--- src/rtl/bru_pkg.sv ---
// Shared types and constants for the branch resolve unit.
// Combinational definitions only; no latency.
// No flow control lives here.
package bru_pkg;

    localparam int BRU_PC_W = 10;
    localparam int BRU_XLEN = 32;

    // Conditional-branch funct3 encodings; 010/011 are reserved and never taken.
    localparam logic [2:0] F3_BEQ  = 3'b000;
    localparam logic [2:0] F3_BNE  = 3'b001;
    localparam logic [2:0] F3_BLT  = 3'b100;
    localparam logic [2:0] F3_BGE  = 3'b101;
    localparam logic [2:0] F3_BLTU = 3'b110;
    localparam logic [2:0] F3_BGEU = 3'b111;

    // One pipeline slot: the IF prediction plus the ID decode that joins it in EXE.
    typedef struct packed {
        logic                vld;
        logic [BRU_PC_W-1:0] pc;
        logic                pred;
        logic [BRU_PC_W-1:0] pbt;
        logic                btype;
        logic                jump;
        logic                comp;
        logic [BRU_PC_W-1:0] target;
    } stage_t;

endpackage

--- src/rtl/branch_cmp.sv ---
// Conditional-branch comparator: funct3 selects the relation between rs1 and rs2.
// Purely combinational, zero latency.
// No backpressure; output follows the operands.
module branch_cmp
    import bru_pkg::*;
#(
    parameter int XLEN = BRU_XLEN
) (
    input  logic [2:0]      funct3,
    input  logic [XLEN-1:0] rs1,
    input  logic [XLEN-1:0] rs2,
    output logic            taken
);

    // Evaluate the branch relation; unknown funct3 codes never branch.
    always_comb begin
        taken = 1'b0;
        case (funct3)
            F3_BEQ:  taken = (rs1 == rs2);
            F3_BNE:  taken = (rs1 != rs2);
            F3_BLT:  taken = ($signed(rs1) <  $signed(rs2));
            F3_BGE:  taken = ($signed(rs1) >= $signed(rs2));
            F3_BLTU: taken = (rs1 <  rs2);
            F3_BGEU: taken = (rs1 >= rs2);
            default: taken = 1'b0;
        endcase
    end

endmodule

--- src/rtl/branch_resolve_unit.sv ---
// Carries IF predictions through ID into EXE, resolves the real outcome, feeds the BHT and flushes on mispredict.
// Two register stages (ID, EXE); results are combinational in the final EXE cycle of each instruction.
// id_stall/exe_stall hold their stage; a flush clears both valid bits. Optional BRU_PERF_CNT_EN adds saturating counters.
module branch_resolve_unit
    import bru_pkg::*;
#(
    parameter int PC_W  = BRU_PC_W,  // must match the stage_t layout in bru_pkg
    parameter int XLEN  = BRU_XLEN,
    parameter int CNT_W = 16
) (
    input  logic             CLK,
    input  logic             nrst,
    input  logic             if_valid,
    input  logic [PC_W-1:0]  if_PC,
    input  logic             if_prediction,
    input  logic [PC_W-1:0]  if_PBT,
    input  logic             id_stall,
    input  logic             exe_stall,
    input  logic             id_is_btype,
    input  logic             id_is_jump,
    input  logic             id_is_comp,
    input  logic [PC_W-1:0]  id_branchtarget,
    input  logic [2:0]       exe_funct3,
    input  logic [XLEN-1:0]  exe_rs1,
    input  logic [XLEN-1:0]  exe_rs2,
    output logic [PC_W-1:0]  exe_PC,
    output logic             exe_update,
    output logic             exe_feedback,
    output logic             exe_correction,
    output logic             flush,
    output logic [PC_W-1:0]  exe_CNI,
    output logic [CNT_W-1:0] perf_br_cnt,
    output logic [CNT_W-1:0] perf_mp_cnt
);

    stage_t id_q, id_d, exe_q, exe_d;

    logic            cmp_taken;
    logic            taken;
    logic            resolve;
    logic            mispredict;
    logic [PC_W-1:0] fall;
    logic [PC_W-1:0] actual_next;
    logic [PC_W-1:0] pred_next;

    branch_cmp #(.XLEN(XLEN)) u_cmp (
        .funct3 (exe_funct3),
        .rs1    (exe_rs1),
        .rs2    (exe_rs2),
        .taken  (cmp_taken)
    );

    // Resolve the EXE instruction: reset suppresses it, a stalled one waits for its last cycle.
    always_comb begin
        resolve     = exe_q.vld & ~exe_stall & ~nrst;
        fall        = exe_q.pc + (exe_q.comp ? PC_W'(1) : PC_W'(2));
        taken       = exe_q.jump | (exe_q.btype & cmp_taken);
        actual_next = taken ? exe_q.target : fall;
        // A predicted-taken non-branch (BHT alias) lands here too: its pred_next differs from fall.
        pred_next   = exe_q.pred ? exe_q.pbt : fall;
        mispredict  = resolve & (actual_next != pred_next);

        exe_PC         = resolve ? exe_q.pc : '0;
        exe_update     = resolve & (exe_q.btype | exe_q.jump);
        exe_feedback   = exe_update & taken;
        exe_correction = mispredict;
        flush          = mispredict;
        exe_CNI        = resolve ? actual_next : '0;
    end

    // Next-state for ID and EXE: flush beats stall, stall beats advance.
    always_comb begin
        id_d  = id_q;
        exe_d = exe_q;
        if (mispredict) begin
            id_d.vld  = 1'b0;
            exe_d.vld = 1'b0;
        end else begin
            if (!exe_stall) begin
                // Copy the whole ID slot, then overlay the decode that ID produced for it.
                exe_d        = id_q;
                exe_d.btype  = id_is_btype;
                exe_d.jump   = id_is_jump;
                exe_d.comp   = id_is_comp;
                exe_d.target = id_branchtarget;
                if (id_stall) begin
                    exe_d.vld = 1'b0;
                end
            end
            if (!id_stall) begin
                id_d        = '0;
                id_d.vld    = if_valid;
                id_d.pc     = if_PC;
                id_d.pred   = if_prediction;
                id_d.pbt    = if_PBT;
            end
        end
    end

    // Stage registers with synchronous reset.
    always_ff @(posedge CLK) begin
        if (nrst) begin
            id_q  <= '0;
            exe_q <= '0;
        end else begin
            id_q  <= id_d;
            exe_q <= exe_d;
        end
    end

`ifdef BRU_PERF_CNT_EN
    localparam logic [CNT_W-1:0] CNT_MAX = '1;

    logic [CNT_W-1:0] br_cnt_q, br_cnt_d;
    logic [CNT_W-1:0] mp_cnt_q, mp_cnt_d;

    // Saturating counts of BHT updates and of mispredicted branches/jumps.
    always_comb begin
        br_cnt_d = br_cnt_q;
        mp_cnt_d = mp_cnt_q;
        if (exe_update && (br_cnt_q != CNT_MAX)) begin
            br_cnt_d = br_cnt_q + 1'b1;
        end
        if (exe_update && exe_correction && (mp_cnt_q != CNT_MAX)) begin
            mp_cnt_d = mp_cnt_q + 1'b1;
        end
    end

    // Counter registers, cleared by reset.
    always_ff @(posedge CLK) begin
        if (nrst) begin
            br_cnt_q <= '0;
            mp_cnt_q <= '0;
        end else begin
            br_cnt_q <= br_cnt_d;
            mp_cnt_q <= mp_cnt_d;
        end
    end

    assign perf_br_cnt = br_cnt_q;
    assign perf_mp_cnt = mp_cnt_q;
`else
    assign perf_br_cnt = '0;
    assign perf_mp_cnt = '0;
`endif

endmodule

--- config.mk ---
export PLATFORM = sky130hd
export DESIGN_NAME = branch_resolve_unit
export DESIGN_NICKNAME = d
export VERILOG_FILES = /design/src/rtl/bru_pkg.sv /design/src/rtl/branch_cmp.sv /design/src/rtl/branch_resolve_unit.sv
export SDC_FILE = /design/constraint.sdc
export NUM_CORES = 1
export LEC_CHECK = 0
export ABC_AREA = 0
export CAP_MARGIN = 15
export CORE_UTILIZATION = 39
export CTS_CLUSTER_DIAMETER = 30
export DETAILED_ROUTE_END_ITERATION = 8
export PLACE_DENSITY = 0.69
export RECOVER_POWER = 25
export SKIP_LAST_GASP = 1
export SYNTH_ARGS = -nofsm -noshare
export SYNTH_HDL_FRONTEND = slang
export SYNTH_SLANG_ARGS = --single-unit
--- constraint.sdc ---
create_clock -name CLK -period 4.9 [get_ports CLK]
set_input_delay 0.735 -clock CLK [delete_from_list [all_inputs] [get_ports CLK]]
set_output_delay 0.735 -clock CLK [all_outputs]
set_load 0.1 [all_outputs]
==> metrics.md <==
| Metric | Value |
|---|---|
| Status | finished, final reports clean |
| TNS Setup | 0 ns |
| Post-synthesis async set-or-reset flop share | 0 |
| Adder-Cell Fraction of Synth Area | 0.08721 |
| Slowest-stage cell, CP | clkdlybuf4s50_1 |
| Number of synthesized flops with an enable pin | 0 |
| Cell area after layout | 6842 um^2 |
| Nets | 909 |
| Final Hold Viols | 0 |
| DIE WIDTH | 116.4 um |
| Drt drc | 0 |
| CP Capture Type | primary output |
| Cell Pwr Density | roughly 240 nW/um^2 |
| Worst-Skew Late Latency | approximately 0.32 ns |
| Library cells used by synthesis | a little over 70 |
| Die footprint | between 10000 and 15000 um^2 |
| I/O Buffers | between 100 and 150 |
| Reg2reg setup slack | roughly 0.74 ns |
| Crit path max-delay family | compound AO/OA/AOI/OAI gates |
| Slowest stage delay, CP | around 0.47 ns |
| Max_cap viols | 0 |
| Pleak | about 2.7 nW |
| Most frequent CP cell | buf_4 |
| TritonCTS clock tree | built |
| Max FO, Critical Path | 3 |
| Ys Warns | 0 |
| Mean Syn Cell Area | 7.833 um^2 |
| CORE AREA | ~13000 um^2 |
| Commonest non-fill, non-tap cell in the layout | clkdlybuf4s50_1 |
| CP Buf/Inv Count | 6 |
| Initial core utilization | 0.4031 |
| Crit path time final | ~4.7 ns |
| First-pass GRT wire length | 22.74 mm |
| Antenna violations before repair | 1 |
| Synthesized cell area | 5107 um^2 |
| Hold/Removal Path Class | flop to flop |
| Peak supply drop | approximately 240 uV |
| Number of synthesized register bits | 57 |
| CTS buffer count | 9 |
| Drt via density | about 5.3 |
| Critical path class | input port to primary output |
| Mapped Cells | 652 |
| CTS root buffer | clkbuf_16 |
| Clock sink count | 57 |
| Largest net degree at the start of global routing | 97 |
| Share of layout cells above drive strength 1 | 0.1064 |
| Wirelength per Cell | ~15 um |
| Placed cell area | 6523 um^2 |
| Cell Rows | 41 |
| Synth Area in Simple Gates | 0.2467 |
| Post-synth top flop | dfxtp_1 |
| Total length of routed wires | around 14 mm |
| Period utilization | 0.9557 |
| CP cell instances | clkdlybuf4s50_1 -> inv_1 -> ha_1 -> a21o_1 -> a21o_1 -> a2111oi_2 -> o211ai_1 -> buf_4 -> buf_4 -> o21a_1 -> a211oi_1 -> o21ai_0 -> buf_4 -> nand4_2 -> and2_4 -> buf_12 |
| Router iterations before antenna repair | 5 |
| Worst clock skew | roughly 0.0062 ns |
| Slew @ Worst Pin | ~1.2 ns |
| XOR/XNOR Fraction of Synth Area | 0.06149 |
| Startpoint Class | input port |
| RSZ-0062 raised after global routing | false |
| Fmax | between 0.2 and 0.25 GHz |
| Detailed Route Iter0 Violations | 236 |
| WP data required | about 4.2 ns |
| WP data arrival | between 3 and 4 ns |
| CTS Buffer Depth | 2 |
| Reg clk slew, reported paths | 0.05 ns |
| Slew Limit Headroom | 0.2017 |
| Largest family of logic cells by synthesized area | simple AND/OR/NAND/NOR gates |
| Seq/Total Area, Yosys | 0.2234 |
| Congestion Overflow GR | 0 |
| Hpwl dp | 10.98 mm |
| DR vias | between 4000 and 5000 |
| Post-DRT Antenna Nets | 0 |
| All-layer global routing usage | 0.2128 |
| RePlAce Congestion | 0.8730 |
| Chip Height | 116.4 um |
| Max-slew violation count | 0 |
| Compound-Gate Fraction of Synth Area | 0.2028 |
| Top-level I/O count | roughly 160 |
| Most frequent cells in the layout | clkdlybuf4s50_1 (103), nand2_1 (57), dfxtp_1 (57) |
| Vias in the first global route | ~4800 |
| Final setup vio count | 0 |
| Mux share of post-synthesis cell area | 0.04704 |
| CTS Hold Bufs | 0 |
| Area Growth Syn to Fin | 33.95% |
| H-tree depth | 3 |
==> timing repair <==
item                                   in CTS  in global routing
pin swaps                                   0                  7
endpoints found under the hold margin       0                  0
setup endpoints to repair                   2                 13
buffers inserted                            0                  4
resized for setup                           2                 11
==> metrics by stage <==
stage,hold slack (ns),power [mW],instances,setup WS (ns),utilization
6_report,0.4800,1.658,944,0.2172,0.5399
5_1_grt,0.4920,1.748,943,0.01274,0.5397
4_1_cts,0.4813,1.663,939,0.04287,0.5374
3_5_place_dp,0.4769,1.064,925,-0.04189,0.5148
3_3_place_gp,0.4636,1.051,925,0.02195,0.5148
2_1_floorplan,0.4478,0.9314,683,-0.7364,-
==> Yosys cell counts (6+ instances only) <==
library cell | instances | area [um^2]
nand2_1 | 58 | 217.7
dfxtp_1 | 57 | 1141
a21oi_1 | 53 | 265.3
inv_1 | 43 | 161.4
nor3b_1 | 42 | 315.3
nand3_1 | 40 | 200.2
o21ai_0 | 38 | 190.2
buf_4 | 35 | 262.8
ha_1 | 34 | 425.4
clkbuf_1 | 29 | 108.9
nor2_1 | 29 | 108.9
mux2i_1 | 24 | 240.2
o211ai_1 | 22 | 165.2
a211oi_1 | 10 | 75.07
and2_1 | 10 | 62.56
xor2_1 | 10 | 87.58
nand2b_1 | 8 | 50.05
nor3_1 | 8 | 40.04
nand4_1 | 7 | 43.79
xnor3_1 | 7 | 157.7
a31oi_1 | 6 | 37.54
xnor2_1 | 6 | 52.55
==> final timing paths <==
check        startpoint  cells after the start              to
max          exe_rs2[5]                     16  exe_correction
min            id_q[21]                      2       exe_q[21]
max reg2reg   exe_q[10]                     13        id_q[30]
min reg2reg    id_q[21]                      2       exe_q[21]
==> state kept, by name, indices dropped and copies added, names as in the netlist <==
name / flops
exe_q: 35
id_q: 22
==> layout make-up <==
class	count	area, um^2
sequential	57	1141
tap	172	215.2
clock inverter	4	45.04
inverter	44	165.2
timing repair buffer	151	1543
fill	1188	5829
clock buffer	10	239.0
antenna	1	2.502
multi-input combinational	505	3491
==> per-layer routing <==
metal	up-vias	track usage	routed length [um]
met3	23	0.03321	730
met2	133	0.3542	6918
li1	2490	-	-
met4	0	0.08803	336
met5	-	0	0
met1	2319	0.2737	6283
==> where the power goes <==
part	internal, mW	switching [mW]
Combinational	0.223	0.299
Clock	0.397	0.192
Sequential	0.503	0.0446
==> worst min-delay path, stage by stage, from the launching register on <==
cell     delay, ns
dfxtp_1       0.32
nand3_1       0.07
a21oi_1       0.05
==> logic make-up (layout without fill, tap and decap cells) <==
kind of cell | count (synthesis) | count (layout)
and+or+nand+nor | 226 | 226
AOI/OAI and AO/OA | 164 | 164
buffers and inverters | 121 | 209
DFF | 57 | 57
adders and majority gates | 35 | 35
xor gates and xnor gates | 24 | 24
muxes | 24 | 24
other | 1 | 33
No activity file was read; power rests on OpenSTA's default activity.
